===== src/rtl/fifo_core.sv =====
// Single-clock synchronous FIFO with wrap-bit pointers, registered read data
// and one-cycle overflow/underflow pulses.
module fifo_core #(
  parameter int DATA_WIDTH = 8,
  parameter int DEPTH      = 16
) (
  input  logic                     clk,
  input  logic                     rst,
  input  logic                     push,
  input  logic [DATA_WIDTH-1:0]    data_in,
  input  logic                     pop,
  output logic [DATA_WIDTH-1:0]    data_out,
  output logic                     full,
  output logic                     empty,
  output logic [$clog2(DEPTH):0]   count,
  output logic                     overflow,
  output logic                     underflow
);

  localparam int AW = $clog2(DEPTH);

  logic [AW:0]           wr_ptr;
  logic [AW:0]           rd_ptr;
  logic [DATA_WIDTH-1:0] mem [DEPTH];
  logic                  push_ok;
  logic                  pop_ok;

  // Extra MSB on each pointer distinguishes full from empty when addresses match.
  assign empty   = (wr_ptr == rd_ptr);
  assign full    = (wr_ptr[AW-1:0] == rd_ptr[AW-1:0]) && (wr_ptr[AW] != rd_ptr[AW]);
  assign count   = wr_ptr - rd_ptr;
  assign push_ok = push && !full;
  assign pop_ok  = pop && !empty;

  always_ff @(posedge clk) begin
    if (push_ok) begin
      mem[wr_ptr[AW-1:0]] <= data_in;
    end
  end

  always_ff @(posedge clk) begin
    if (!rst) begin
      wr_ptr    <= '0;
      rd_ptr    <= '0;
      data_out  <= '0;
      overflow  <= 1'b0;
      underflow <= 1'b0;
    end else begin
      overflow  <= push && full;
      underflow <= pop && empty;
      if (push_ok) begin
        wr_ptr <= wr_ptr + 1'b1;
      end
      if (pop_ok) begin
        rd_ptr   <= rd_ptr + 1'b1;
        data_out <= mem[rd_ptr[AW-1:0]];
      end
    end
  end

endmodule


===== config.mk =====
export PLATFORM = sky130hd
export DESIGN_NAME = fifo_core
export DESIGN_NICKNAME = d
export VERILOG_FILES = /design/src/rtl/fifo_core.sv
export SDC_FILE = /design/constraint.sdc
export NUM_CORES = 1
export LEC_CHECK = 0
export CORE_ASPECT_RATIO = 1.25
export CORE_MARGIN = 3
export CORE_UTILIZATION = 50
export DETAILED_ROUTE_END_ITERATION = 16
export DONT_BUFFER_PORTS = 1
export GPL_TIMING_DRIVEN = 0
export SLEW_MARGIN = 20
export SYNTH_ARGS = -nofsm -noshare
export SYNTH_HDL_FRONTEND = slang
export SYNTH_SLANG_ARGS = --single-unit

===== constraint.sdc =====
create_clock -name clk -period 3.4 [get_ports clk]
set_input_delay 0.85 -clock clk [delete_from_list [all_inputs] [get_ports clk]]
set_output_delay 0.85 -clock clk [all_outputs]
set_load 0.03 [all_outputs]

# Yosys cells after proc, flatten, opt, wreduce, memory -nomap -nowiden
# Memory sizes are Yosys's and may differ from the RTL's. A register that Yosys moved wholly into a read port is not among the register bits.
# Cells that the tools add are included.
[classes] n_addsub=3 n_eq_ne=3 n_mux=2 n_reduce_logical=8
[ops] operator="5-bit by 1-bit adder with 5-bit output (second input constant)" n=2
[ops] operator="5-bit == test" n=1
[ops] operator="1-bit logical AND" n=5
[ops] operator="5-bit subtractor" n=1
[ops] operator="4-bit == test" n=1
[ops] operator="1-bit logical NOT" n=3
[ops] operator="1-bit 2-to-1 mux" n=2
[ops] operator="1-bit != test" n=1
[word_totals] reg_bits=12 ramBits=128 inputBits=12 word_cells=21 n_memories=1
[mem_list] memory="mem" depth=16 word_bits=8 rd=1 rd_clocked_by_memory_dff=1 write_ports=1 line_no="24" rtl="logic [DATA_WIDTH-1:0] mem [DEPTH];"

# Logic depth before layout (Yosys ltp)
[depth] ltp_word=6 ltp_mapped=9 mapped_depth_nobuf=7

# Worst setup path after synthesis
# OpenSTA, ideal clock, no wires.
[synth_timing] kind="reg2out" startpoint="reg rd_ptr[1]" endpoint="out count[4]" arrival_time_ns=1.940 required_time_ns=2.550 path_slack_ns=0.610 stages_incl_launch_ff=8 cell_sequence="dfxtp_1 > buf_4 > buf_4 > inv_1 > fa_1 > a21o_1 > a21oi_1 > xnor2_1"
[synth_via] elab_chain_len=1
[synth_lines] item="from (decl)" line_no="23" rtl="logic [AW:0] rd_ptr;"
[synth_lines] item="from (signal assigned)" line_no="55" rtl="rd_ptr <= rd_ptr + 1'b1;"
[synth_lines] item="5-bit subtractor" line_no="31" rtl="assign count = wr_ptr - rd_ptr;"
[synth_lines] item="to (decl)" line_no="15" rtl="output logic [$clog2(DEPTH):0] count,"
# Every way passes these cells.

# Worst setup path after layout
[layout_timing] startpoint="reg rd_ptr[3]" endpoint="mem mem[9][7], enable pin"
[layout_via] elab_chain_len=6
[layout_lines] item="4-bit == test" line_no="30" rtl="assign full = (wr_ptr[AW-1:0] == rd_ptr[AW-1:0]) && (wr_ptr[AW] != rd_ptr[AW]);"
[layout_lines] item="1-bit logical AND" line_no="30"
[layout_lines] item="1-bit logical NOT" line_no="32" rtl="assign push_ok = push && !full;"
[layout_lines] item="1-bit logical AND" line_no="32"
[layout_lines] item="1-bit 2-to-1 mux" line_no="36" rtl="if (push_ok) begin"
[layout_lines] item="1-bit 2-to-1 mux (not written as such)" line_no="37" rtl="mem[wr_ptr[AW-1:0]] <= data_in;"
[layout_lines] item="to (decl)" line_no="24"
# Every way passes these cells.

==> out/qor.yml <==
routing:
  route.detailed.drc: 0
  postRouteAntennaNets: 0
  dr.first_iter.drc_count: 184
  routedWlPerCell_um: 22.9
  drt-total-wl_um: 12800
  vias: 3246
  via_per_inst: 5.80
  first_pass_iters: 4
clock_network:
  numClockSinks: 148
  cts_buffer_depth: 2
  cts_hold_buf: 0
  clock_latency_ns: 0.41
  clkTransAtPathRegs_ns: 0.06
  cts_root_buffer: "clkbuf_16"
  numCtsBuffers: 17
  cts_htree_levels: 4
  cts_tree: "yes"
synthesis:
  yosysSeqAreaShare: 0.716
  avgSynthCellArea_um2: 16.0
  ys_warn_count: 0
  async_flop_share: 0
  synth-main-ff-cell: "edfxtp_1"
  yosysTopAreaCell: "edfxtp_1"
  ys_top_cells_by_count: "edfxtp_1, mux2i_1, nor2_1"
  netlist_area_mm2: 0.00593
  synth.area.top_cells: "edfxtp_1, mux2i_1, dfxtp_1"
  netlist-cell-type-count: 35
  synth_edf_count: 128
  syn_inst: 370
  yosys.cell_count.top_type: "edfxtp_1"
  ys_ff_latch: 148
  synth_fp_nets: 392
  synth_top_cell_area_share: 0.648
critical_path:
  setup.worst_path.end_class: "flop"
  required_ns: 3.44
  cp_slowest_stage_delay_ns: 0.69
  crit_type: "reg -> reg"
  cp-start-kind: "flop"
  cp_top_family: "simple AND/OR/NAND/NOR gates"
  worstPathArrival_ns: 3.25
  critical_path_peak_fanout: 10
  crit_buf_inv: 4
  cp_slowest_cell: "nor2_1"
  cp_cell_sequence: "clkbuf_2 > clkbuf_1 > inv_1 > ha_1 > nand4_1 > buf_4 > o21a_1 > nand2_1 > nor2_1"
run_status:
  status: "finished clean"
placement:
  port_buffers: 0
  gp_congestion: 0.758
  dp_hpwl_um: 8190
timing:
  relSlewSlack: 0.435
  slew_viol_final: 0
  min_period_ns: 3.21
  finalHoldViolations: 0
  min_period_over_period: 0.946
  max_freq_ghz: 0.311
  tightest_slew_ns: 0.845
  rsz0062_at_grt: "true"
  fin_worst_skew_ns: 0.00887
  setup_viol: 0
  finalSetupTns_ns: 0
pwr:
  ir_worst_vdd_uv: 370
  powerDensity_mw_per_mm2: 659
  power.leakage_nw: 2.16
  fin_total_pwr_mw: 4.46
floorplan:
  die_w_um: 103
  io_pins: 29
  die_height_um: 128
  core_area_mm2: 0.0114
  fp-row-count: 43
  start_util: 0.522
  fp.dieArea_mm2: 0.0132
flow_run:
  max-cap-violations: 0
worst_hold_path:
  hold_class: "in -> reg"
grt:
  antenna_found_initial: 0
  grt_use_total: 0.212
  grt_pass1_wl_um: 19900
  grt_overflow: 0
  grt_max_degree: 20
  grt_pass1_vias: 3329
finish:
  drive_above_1_share: 0.141
  diodes: 0
  nets: 412
  syn_to_final_growth_pct: 14.1
[logic make-up after synthesis]
family	share of synthesized area
AO/OA/AOI/OAI	0.0652
XOR/XNOR	0.0148
adder cells (fa/ha/maj)	0.0224
buffers and inverters	0.0209
flip-flops	0.716
multiplexers	0.117
AND/OR/NAND/NOR	0.0443
[registers in the layout, summed over array words and instances (netlist names)]
signal / count
rd_ptr: 5
wr_ptr: 5
underflow: 1
mem: 128
overflow: 1
data_out: 8
[cell type report]
| class | count | area (um^2) |
|---|---|---|
| Tap cell | 157 | 196 |
| Timing Repair Buffer | 3 | 22.5 |
| Sequential cell | 148 | 4250 |
| Multi-Input combinational cell | 196 | 1610 |
| Clock buffer | 19 | 433 |
| Clock inverter | 13 | 140 |
| Fill cell | 888 | 4590 |
| Buffer | 15 | 81.3 |
| Inverter | 9 | 33.8 |
[routing by layer]
metal  vias to the layer above  GRT usage  part of all wire
met5                         -          0                 0
met1                      1648      0.301              0.45
met4                         0     0.0762             0.021
li1                       1486          -                 -
met2                        92      0.317              0.47
met3                        20     0.0544             0.061
[worst reg2reg max path: stages, from the launching register on]
cell and delay (ns):
dfxtp_1 0.31, clkbuf_2 0.15, clkbuf_1 0.42, inv_1 0.17
ha_1 0.37, nand4_1 0.11, buf_4 0.16, o21a_1 0.24
nand2_1 0.21, nor2_1 0.69
[power breakdown]
group          leakage [nW]  internal (mW)  switching, mW
Combinational         0.566          0.196          0.328
Clock                 0.278           1.14          0.688
Sequential             1.32           2.03         0.0823
Total                  2.16           3.36           1.10
[repair_timing]
item	4_1_cts	5_1_grt
pin swaps	1	0
buffers inserted	3	0
gates resized for setup	7	2
setup endpoints to repair	5	2
[through the flow]
stage                     std cells  hold slack [ns]  instance area (um^2)  utilization  worst slack (ns)
after global placement          527            0.492                  6120        0.540            -0.291
after global routing            560            0.514                  6770        0.596         -0.000437
after detailed placement        527            0.527                  6140        0.541            0.0600
after floorplan                 370            0.478                  5930            -             0.610
final                           560            0.531                  6770        0.596             0.185
after CTS                       561            0.521                  6760        0.596            0.0395
[worst paths after layout]
kind / from / to / slack [ns] / cells after the start
hold reg to reg: rd_ptr[4]$_SDFFE_PN0P_ / rd_ptr[4]$_SDFFE_PN0P_ / 0.54 / 2
hold / removal: data_in[1] / mem[13][1]$_DFFE_PP_ / 0.53 / 0
setup reg to reg: rd_ptr[3]$_SDFFE_PN0P_ / mem[9][7]$_DFFE_PP_ / 0.19 / 9
setup / recovery: rd_ptr[3]$_SDFFE_PN0P_ / mem[9][7]$_DFFE_PP_ / 0.19 / 9
[cell usage in the layout (no fill, tap or decap), types with 3 or more instances in the layout]
cell type	netlist	final
edfxtp_1	128	128
mux2i_1	51	51
nor2_1	22	19
dfxtp_1	20	19
o21ai_0	18	18
clkbuf_16	0	17
o22ai_1	16	16
a21oi_1	12	12
nor3_1	13	9
ha_1	9	9
inv_1	8	8
mux4_2	8	8
a221oi_1	8	8
clkbuf_1	5	7
buf_4	5	6
clkinv_1	1	6
nand2_1	5	5
xnor2_1	6	4
xor2_1	4	4
nor3_2	0	4
buf_2	5	4
nand2b_1	3	3
and3_1	3	3
clkinv_2	0	3
bufinv_16	0	3
Note: power is estimated with default switching activity, not from simulation.
